===== config.mk =====
export PLATFORM = sky130hd
export DESIGN_NAME = exec_sequencer_flat
export DESIGN_NICKNAME = d
export VERILOG_FILES = /design/src/rtl/exec_sequencer_if.sv /design/src/rtl/exec_sequencer.sv /design/src/flat_wrapper.sv
export SDC_FILE = /design/constraint.sdc
export NUM_CORES = 1
export LEC_CHECK = 0
export ABC_AREA = 1
export CORE_MARGIN = 5
export CORE_UTILIZATION = 35
export DETAILED_ROUTE_END_ITERATION = 7
export GPL_TIMING_DRIVEN = 1
export MAX_ROUTING_LAYER = met4
export RECOVER_POWER = 25
export SLEW_MARGIN = 20
export SYNTH_ARGS = -nofsm -noshare
export SYNTH_HDL_FRONTEND = slang
export SYNTH_SLANG_ARGS = --single-unit

===== constraint.sdc =====
create_clock -name clk -period 4.2 [get_ports clk]
set_clock_uncertainty 0.05 [all_clocks]
set_input_delay 0.63 -clock clk [delete_from_list [all_inputs] [get_ports clk]]
set_output_delay 0.63 -clock clk [all_outputs]
set_load 0.03 [all_outputs]

===== src/rtl/exec_sequencer_if.sv =====
// exec_sequencer_if: control, ALU status and strobe bundle between a driver and the sequencer
interface exec_sequencer_if #(parameter int RETIRE_W = 16);
  logic run;
  logic step_mode;
  logic load_mode;
  logic [3:0] opcode;
  logic alu_zero;
  logic alu_carry;
  logic ir_load;
  logic pc_inc;
  logic pc_load;
  logic [2:0] alu_op;
  logic rf_write;
  logic zero_flag;
  logic carry_flag;
  logic [2:0] state;
  logic halted;
  logic illegal;
  logic [RETIRE_W-1:0] retired;
  modport master (
    output run, step_mode, load_mode, opcode, alu_zero, alu_carry,
    input ir_load, pc_inc, pc_load, alu_op, rf_write, zero_flag, carry_flag, state, halted, illegal, retired
  );
  modport slave (
    input run, step_mode, load_mode, opcode, alu_zero, alu_carry,
    output ir_load, pc_inc, pc_load, alu_op, rf_write, zero_flag, carry_flag, state, halted, illegal, retired
  );
endinterface


===== src/rtl/exec_sequencer.sv =====
// exec_sequencer: fetch/decode/exec/writeback control FSM with flags, branch resolution and retire count
module exec_sequencer #(parameter int RETIRE_W = 16) (
  input logic clk,
  input logic reset,
  exec_sequencer_if.slave bus
);
  localparam logic [2:0] IDLE = 3'd0, FETCH = 3'd1, DECODE = 3'd2, EXEC = 3'd3, WB = 3'd4, HALT = 3'd5;
  logic [2:0] cur, nxt;
  logic [3:0] op_q;
  logic run_q, zf, cf, ill;
  logic wr_class, cont, done, retire, exec_live;
  logic [RETIRE_W-1:0] retired;
  assign wr_class = op_q inside {[4'd1:4'd7]};
  assign cont = !bus.step_mode && bus.run;
  assign done = (cur == EXEC && !wr_class) || cur == WB;
  assign exec_live = cur == EXEC && !bus.load_mode;
  // entering HALT retires the HLT itself; load_mode abandons whatever is in flight
  assign retire = !bus.load_mode && (done || (cur == DECODE && bus.opcode == 4'hF));
  always_ff @(posedge clk or posedge reset)
    if (reset) cur <= IDLE;
    else cur <= nxt;
  always_comb begin
    nxt = IDLE;
    case (cur)
      IDLE: nxt = (bus.run && !run_q) ? FETCH : IDLE;
      FETCH: nxt = DECODE;
      DECODE: nxt = (bus.opcode == 4'hF) ? HALT : EXEC;
      EXEC: nxt = wr_class ? WB : (cont ? FETCH : IDLE);
      WB: nxt = cont ? FETCH : IDLE;
      HALT: nxt = HALT;
      default: nxt = IDLE;
    endcase
    if (bus.load_mode) nxt = IDLE;
  end
  always_ff @(posedge clk or posedge reset)
    if (reset) begin
      run_q <= 1'b0;
      op_q <= 4'd0;
      zf <= 1'b0;
      cf <= 1'b0;
      ill <= 1'b0;
      retired <= '0;
    end else begin
      run_q <= bus.run;
      if (cur == DECODE) op_q <= bus.opcode;
      if (exec_live && (wr_class || op_q == 4'hB)) begin
        zf <= bus.alu_zero;
        cf <= bus.alu_carry;
      end
      if (exec_live && op_q inside {[4'hC:4'hE]}) ill <= 1'b1;
      if (retire && retired != '1) retired <= retired + 1'b1;
    end
  always_comb begin
    bus.ir_load = cur == FETCH;
    bus.pc_inc = cur == FETCH;
    bus.rf_write = cur == WB;
    bus.halted = cur == HALT;
    bus.pc_load = cur == EXEC && (op_q == 4'h8 || (op_q == 4'h9 && zf) || (op_q == 4'hA && cf));
    bus.state = cur;
    bus.zero_flag = zf;
    bus.carry_flag = cf;
    bus.illegal = ill;
    bus.retired = retired;
    bus.alu_op = 3'd0;
    if (cur == EXEC || cur == WB)
      case (op_q)
        4'h2, 4'hB: bus.alu_op = 3'd1;
        4'h3: bus.alu_op = 3'd2;
        4'h4: bus.alu_op = 3'd3;
        4'h5: bus.alu_op = 3'd4;
        4'h6: bus.alu_op = 3'd5;
        4'h7: bus.alu_op = 3'd6;
        default: bus.alu_op = 3'd0;
      endcase
  end
endmodule


===== src/flat_wrapper.sv =====
// flat-port wrapper written by rule: the top's interface ports become plain ports
module exec_sequencer_flat 
#(parameter int RETIRE_W = 16)
  (clk, reset, bus_run, bus_step_mode, bus_load_mode, bus_opcode, bus_alu_zero, bus_alu_carry, bus_ir_load, bus_pc_inc, bus_pc_load, bus_alu_op, bus_rf_write, bus_zero_flag, bus_carry_flag, bus_state, bus_halted, bus_illegal, bus_retired);
  exec_sequencer_if #(.RETIRE_W(RETIRE_W)) bus_i ();
  input logic clk;
  input logic reset;
  input wire logic [$bits(bus_i.run)-1:0] bus_run;
  input wire logic [$bits(bus_i.step_mode)-1:0] bus_step_mode;
  input wire logic [$bits(bus_i.load_mode)-1:0] bus_load_mode;
  input wire logic [$bits(bus_i.opcode)-1:0] bus_opcode;
  input wire logic [$bits(bus_i.alu_zero)-1:0] bus_alu_zero;
  input wire logic [$bits(bus_i.alu_carry)-1:0] bus_alu_carry;
  output wire logic [$bits(bus_i.ir_load)-1:0] bus_ir_load;
  output wire logic [$bits(bus_i.pc_inc)-1:0] bus_pc_inc;
  output wire logic [$bits(bus_i.pc_load)-1:0] bus_pc_load;
  output wire logic [$bits(bus_i.alu_op)-1:0] bus_alu_op;
  output wire logic [$bits(bus_i.rf_write)-1:0] bus_rf_write;
  output wire logic [$bits(bus_i.zero_flag)-1:0] bus_zero_flag;
  output wire logic [$bits(bus_i.carry_flag)-1:0] bus_carry_flag;
  output wire logic [$bits(bus_i.state)-1:0] bus_state;
  output wire logic [$bits(bus_i.halted)-1:0] bus_halted;
  output wire logic [$bits(bus_i.illegal)-1:0] bus_illegal;
  output wire logic [$bits(bus_i.retired)-1:0] bus_retired;
  assign bus_i.run = bus_run;
  assign bus_i.step_mode = bus_step_mode;
  assign bus_i.load_mode = bus_load_mode;
  assign bus_i.opcode = bus_opcode;
  assign bus_i.alu_zero = bus_alu_zero;
  assign bus_i.alu_carry = bus_alu_carry;
  assign bus_ir_load = bus_i.ir_load;
  assign bus_pc_inc = bus_i.pc_inc;
  assign bus_pc_load = bus_i.pc_load;
  assign bus_alu_op = bus_i.alu_op;
  assign bus_rf_write = bus_i.rf_write;
  assign bus_zero_flag = bus_i.zero_flag;
  assign bus_carry_flag = bus_i.carry_flag;
  assign bus_state = bus_i.state;
  assign bus_halted = bus_i.halted;
  assign bus_illegal = bus_i.illegal;
  assign bus_retired = bus_i.retired;
  exec_sequencer #(.RETIRE_W(RETIRE_W)) u_core (.clk(clk), .reset(reset), .bus(bus_i));
endmodule

==> flow_metrics.env, run 1 <==
export IMPL_antenna_violating_nets_post_route=0
export IMPL_io_buffers=40
export IMPL_p_switching_mw=0.2523
export IMPL_critical_path_peak_fanout=6
export IMPL_seqPwrFrac=0.489
export IMPL_antenna_found_initial=0
export IMPL_clock_sinks=27
export IMPL_cp_end_kind="output pin"
export IMPL_synth_net_count=260
export IMPL_place_gp_congestion=0.8203
export IMPL_reg2reg_to="u_core.bus.retired[13]"
export IMPL_rsz0062_at_grt="false"
export IMPL_clock_tree_root_cell="clkbuf_8"
export IMPL_status="completed"
export IMPL_synth_edff_count=0
export IMPL_clockPowerShare=0.216
export IMPL_fp_coreArea_sq_um=4723
export IMPL_synth_top_cells_by_count="95 x nand2_1, 34 x nor2_1, 27 x dfrtp_1"
export IMPL_synthesis_area_per_instance_sq_um=6.851
export IMPL_filler_cell_count=497
export IMPL_start_kind="flip-flop"
export IMPL_hpwl_mm=3.150
export IMPL_worst_ir_drop_vdd_mv=0.1342
export IMPL_maxCapViolCount=0
export IMPL_asyncSetResetFlopFracSynth=1.000
export IMPL_whs_ps=468.1
export IMPL_critPathRequiredTime_ps=3520
export IMPL_final_layout_size_suffix_gt1_frac=0.04514
export IMPL_critical_path_slowest_cell="clkdlybuf4s50_1"
export IMPL_cells_after_dpl=351
export IMPL_critPathArrivalTime_ps=2140
export IMPL_drv_slew=0
export IMPL_yosys_register_bits=27
export IMPL_drc=0
export IMPL_grt_start_max_net_pins=28
export IMPL_depth_of_the_cts_h_tree=1
export IMPL_power_per_cell_area_nw_per_um2=313.4
export IMPL_detailedPlace_worstSlack_ps=1654
export IMPL_netlist_instances=248
export IMPL_synth_distinct_cells=24
export IMPL_final_cell_count_no_fill=355
export IMPL_worstReg2RegStart="u_core.bus.state[2]"
export IMPL_tns_ps=0
export IMPL_cp_cell_sequence="nor2_1 > nand2_1 > nand2_1 > o21ai_0 > a211oi_1 > clkdlybuf4s50_1"
export IMPL_synth_cell_area_sq_um=1699
export IMPL_rrSetupSlack_ps=2170
export IMPL_clock_latency_ps=270
export IMPL_synth_flop_cell="dfrtp_1"
export IMPL_combinational_fraction_of_design_power=0.296
export IMPL_worst_slew_pin_transition_ps=1058
export IMPL_routed_via_count=1662
export IMPL_min_to="u_core.bus.illegal"
export IMPL_viasPerCell=4.682
export IMPL_area_growth_pct=28.94
export IMPL_critPathBufInv=1
export IMPL_first_global_vias=1536
export IMPL_global_route_usage_over_all_layers=0.1526
export IMPL_netSwitchingFraction=0.3675
export IMPL_multiInputGateArea_sq_um=894.6
export IMPL_dieWidth_microns=79.68
export IMPL_worst_setup_hold_path_clk_slew_ps=90
export IMPL_clock_path_buffers=2
export IMPL_path_delay_family="buffers and inverters"
export IMPL_finalWorstSetupSlack_ps=1379
export IMPL_tritoncts_num_buffers=3
export IMPL_max_stage_delay_ps=700
export IMPL_cts_resized=0
export IMPL_std_cell_rows=25
export IMPL_design_final_nets=301
export IMPL_critical_path_class="flip-flop to output pin"
export IMPL_globalRouteOverflowTotal=0
export IMPL_post_route_min_period_ps=2821
export IMPL_timing_hold_worst_start="u_core.bus.illegal"
export IMPL_synth_area_leader_cell="dfrtp_1"
export IMPL_worstHoldPathType="flip-flop to flip-flop"
export IMPL_report_final_hold_viol_count=0
export IMPL_drt_pass1_iter_count=4
export IMPL_initial_core_util=0.3597
export IMPL_seqCellArea_sq_um=675.6
export IMPL_hold_depth=1
export IMPL_number_of_buffers_inserted_for_hold_repair_after_clock_tree_synthesis=0
export IMPL_yosysSeqAreaShare=0.3976
export IMPL_insertedDiodeCount=0
export IMPL_leakage_nw=1.025
export IMPL_clock_tree_from_tritoncts="done"
export IMPL_drt_first_iter_violations=109
export IMPL_cts_setup_buffers=0
export IMPL_routed_length_per_instance_microns=11.71
export IMPL_fin_total_pwr_mw=0.6866
export IMPL_max_clock_freq_ghz=0.3544
export IMPL_ys_top_cells_by_area="dfrtp_1 40%, nand2_1 21%, nand3_1 7.7%, nor2_1 7.5%, inv_1 4.6%"
export IMPL_crit_top_cell="nand2_1"
export IMPL_finalSetupViolCount=0
export IMPL_routed_wl_mm=4.157
export IMPL_synth_top_area_share=0.3976
export IMPL_synth_yosys_warnings=0
export IMPL_i_o_pin_count=41
export IMPL_dieArea_sq_um=6348
export IMPL_slew_headroom=0.2942
export IMPL_cell_internal_pwr_mw=0.4343
export IMPL_reg2reg_depth=8
export IMPL_die_h_microns=79.68
export IMPL_yosys_cell_count_top_type="nand2_1"
export IMPL_wire_length_of_the_first_global_routing_pass_mm=7.452
export IMPL_final_min_period_over_clock_period=0.6717
## power by group through the flow
stage / clock network, mW / registers [mW] / logic [mW]
2_1_floorplan: 0 / 0.361 / 0.108
3_3_place_gp: 0 / 0.340 / 0.204
3_5_place_dp: 0 / 0.340 / 0.205
4_1_cts: 0.158 / 0.335 / 0.205
5_1_grt: 0.169 / 0.343 / 0.230
6_report: 0.148 / 0.335 / 0.203
## state kept, by name, indices dropped and copies added, names as in the netlist
register and flops:
u_core.op_q 4, u_core.bus.state 3, u_core.bus.retired 16, u_core.bus.zero_flag 1, u_core.run_q 1, u_core.bus.illegal 1, u_core.bus.carry_flag 1
## routing by layer
metal  track usage  routed length (microns)  part of all wire  vias up
li1              -                        -                 -      870
met1        0.2284                     2173              0.52      757
met2        0.2087                     1747              0.42       33
met3       0.02032                      195             0.047        2
met4       0.05326                       40            0.0096        0
met5             -                        0                 0        -
## metrics by stage
stage | area (sq um) | util
finish | 2191 | 0.4638
CTS | 2198 | 0.4654
global route | 2191 | 0.4638
global placement | 2152 | 0.4556
floorplan | 1699 | -
detailed placement | 2152 | 0.4556
## worst max path at each step
stage,from,end,slack [ps],cells after the start
3_3_place_gp,u_core.bus.state[0],bus_alu_op[0],1710,6
4_1_cts,u_core.bus.state[0],bus_alu_op[0],1340,6
2_1_floorplan,u_core.bus.state[0],bus_alu_op[0],1750,5
5_1_grt,u_core.bus.state[1],bus_alu_op[0],1090,6
3_5_place_dp,u_core.bus.state[0],bus_alu_op[0],1650,6
6_report,u_core.bus.state[1],bus_alu_op[0],1380,6
## kinds of logic after synthesis
family	share of synthesized area
compound gates	0.04419
xor+xnor	0.03608
fa+ha+maj	0.007363
buf+inv	0.07142
flops	0.3976
simple gates	0.4433
## area by class of cell
cell class                      count  area share
Sequential cell                    27      0.3084
Clock inverter                      1    0.002284
Tap cell                           67     0.03826
Timing Repair Buffer               40      0.1828
Clock buffer                        3     0.01885
Multi-Input combinational cell    193      0.4083
Inverter                           24     0.04112
## cells in the final DEF, fill, tap and decap left out, types with 4 or more instances in the layout
| master | netlist | layout |
|---|---|---|
| inv_1 | 21 | 22 |
| nand2_1 | 95 | 95 |
| nor2_1 | 34 | 35 |
| nand4_1 | 5 | 5 |
| dfrtp_1 | 27 | 27 |
| o21ai_0 | 10 | 10 |
| clkdlybuf4s50_1 | 0 | 38 |
| nand3_1 | 26 | 26 |
| xnor2_1 | 4 | 4 |
(Power assumes the default switching activity.)
==> run 2: changes to the inputs <==
==> constraint.sdc (replaced) <==
create_clock -name clk -period 2.36 [get_ports clk]
set_clock_uncertainty 0.05 [all_clocks]
set_input_delay 0.354 -clock clk [delete_from_list [all_inputs] [get_ports clk]]
set_output_delay 0.354 -clock clk [all_outputs]
set_load 0.03 [all_outputs]
==> flow_metrics.env, run 2 (same netlist as run 1, synthesis figures left out) <==
export IMPL_cp_end_kind="output pin"
export IMPL_worst_setup_path_startpoint="u_core.bus.state[0]"
export IMPL_whs_ps=456.7
export IMPL_rrSetupSlack_ps=520
export IMPL_fin_total_pwr_mw=1.219
export IMPL_fp_coreArea_sq_um=4723
export IMPL_grt_start_max_net_pins=28
export IMPL_max_stage_delay_ps=750
export IMPL_layout_commonest_cell="nand2_1"
export IMPL_first_global_vias=1610
export IMPL_rsz0062_at_grt="false"
export IMPL_final_layout_size_suffix_gt1_frac=0.05842
export IMPL_drt_first_iter_violations=52
export IMPL_place_gp_congestion=0.8369
export IMPL_antenna_found_initial=0
export IMPL_design_final_nets=304
export IMPL_antenna_violating_nets_post_route=0
export IMPL_detailedPlace_worstSlack_ps=204.2
export IMPL_viasPerCell=4.573
export IMPL_routed_length_per_instance_microns=11.70
export IMPL_hold_depth=1
export IMPL_critical_path_slowest_cell="clkdlybuf4s50_1"
export IMPL_clock_tree_from_tritoncts="done"
export IMPL_power_per_cell_area_nw_per_um2=549.0
export IMPL_worst_ir_drop_vdd_mv=0.3556
export IMPL_critPathRequiredTime_ps=1960
export IMPL_status="completed"
export IMPL_use_met2=0.2279
export IMPL_insertedDiodeCount=0
export IMPL_depth_of_the_cts_h_tree=1
export IMPL_hpwl_mm=3.234
export IMPL_grt_util_met3=0.03386
export IMPL_min_to="u_core.bus.illegal"
export IMPL_i_o_pin_count=41
export IMPL_global_route_usage_over_all_layers=0.1495
export IMPL_max_clock_freq_ghz=0.4394
export IMPL_critPathArrivalTime_ps=1870
export IMPL_layer_with_the_highest_usage_after_global_routing="met2"
export IMPL_wire_length_of_the_first_global_routing_pass_mm=7.500
export IMPL_dieWidth_microns=79.68
export IMPL_worstHoldPathType="flip-flop to flip-flop"
export IMPL_io_buffers=40
export IMPL_post_route_min_period_ps=2276
export IMPL_globalRouteOverflowTotal=0
export IMPL_clock_sinks=27
export IMPL_dieArea_sq_um=6348
export IMPL_drt_pass1_iter_count=4
export IMPL_tritoncts_num_buffers=3
export IMPL_drc=0
export IMPL_start_kind="flip-flop"
export IMPL_biggest_register="u_core.bus.retired"
export IMPL_finalSetupViolCount=0
export IMPL_tns_ps=0
export IMPL_clock_tree_root_cell="clkbuf_8"
export IMPL_leakage_nw=1.109
export IMPL_timing_hold_worst_start="u_core.bus.illegal"
export IMPL_stdcell_area_sq_um=2221
export IMPL_finalWorstSetupSlack_ps=84.34
export IMPL_routed_wl_mm=4.189
export IMPL_met1_track_demand_over_resource_in_global_routing=0.2080
export IMPL_slew_headroom=0.01139
export IMPL_most_frequent_cells_in_the_layout="95 x nand2_1, 34 x nor2_1, 33 x clkdlybuf4s50_1"
export IMPL_number_of_flip_flops_in_the_largest_register=16
export IMPL_worstReg2RegStart="u_core.bus.retired[0]"
export IMPL_routed_via_count=1637
export IMPL_initial_core_util=0.3597
export IMPL_worst_setup_hold_path_clk_slew_ps=90
export IMPL_number_of_buffers_inserted_for_hold_repair_after_clock_tree_synthesis=0
export IMPL_worst_slew_pin_transition_ps=1483
export IMPL_placed_cell_area_sq_um=2175
export IMPL_critical_path_class="flip-flop to output pin"
export IMPL_drv_slew=0
export IMPL_std_cell_rows=25
export IMPL_cts_setup_buffers=0
export IMPL_cp_cell_sequence="inv_1 > nor3_1 > clkdlybuf4s50_1"
export IMPL_final_min_period_over_clock_period=0.9643
export IMPL_die_h_microns=79.68
export IMPL_maxCapViolCount=0
export IMPL_clock_path_buffers=2
export IMPL_clock_latency_ps=270
export IMPL_critical_path_peak_fanout=5
export IMPL_area_growth_pct=30.71
export IMPL_reg2reg_to="u_core.bus.retired[13]"
export IMPL_reg2reg_depth=9
export IMPL_report_final_hold_viol_count=0
-- run 2: final cells by class --
type                    instances  area, sq um
flip-flops and latches         27        675.6
well taps                      67        83.83
clock buffers                   4        45.04
multi-input cells             193        902.1
inverters                      24        90.09
repair buffers                 43        424.2
fillers                       510         2502
-- run 2: stage by stage --
step,cells,utilization
CTS,358,0.4697
detailed placement,354,0.4604
finish,358,0.4702
global placement,354,0.4604
global route,358,0.4702
floorplan,248,-
-- run 2: power breakdown --
group,switching (mW),total (mW),internal [mW]
clock network,0.141,0.261,0.121
logic,0.226,0.360,0.134
registers,0.0755,0.598,0.522
-- run 2: routing by layer --
metal | vias to the layer above | routed length (microns)
met2 | 28 | 1859
met3 | 2 | 182
met4 | 0 | 27
met1 | 739 | 2120
met5 | - | 0
li1 | 868 | -
-- run 2: how the worst max path moves through the flow --
stage | end | slack [ps] | cells past startpoint
global placement | bus_alu_op[0] | 230 | 6
floorplan | bus_alu_op[0] | 180 | 5
detailed placement | bus_alu_op[0] | 200 | 6
CTS | bus_alu_op[2] | 30 | 6
finish | bus_halted | 80 | 3
global route | bus_halted | 10 | 3
-- run 2: worst max-delay path, delay by kind of cell (launching register included) --
family	cells	cell delay, ps
flops	1	460
simple gates	1	310
buf+inv	2	830
-- run 2: timing repair --
action | 4_1_cts | 5_1_grt
cloned | 0 | 0
setup endpoints to repair | 1 | 5
gates resized for setup | 1 | 7
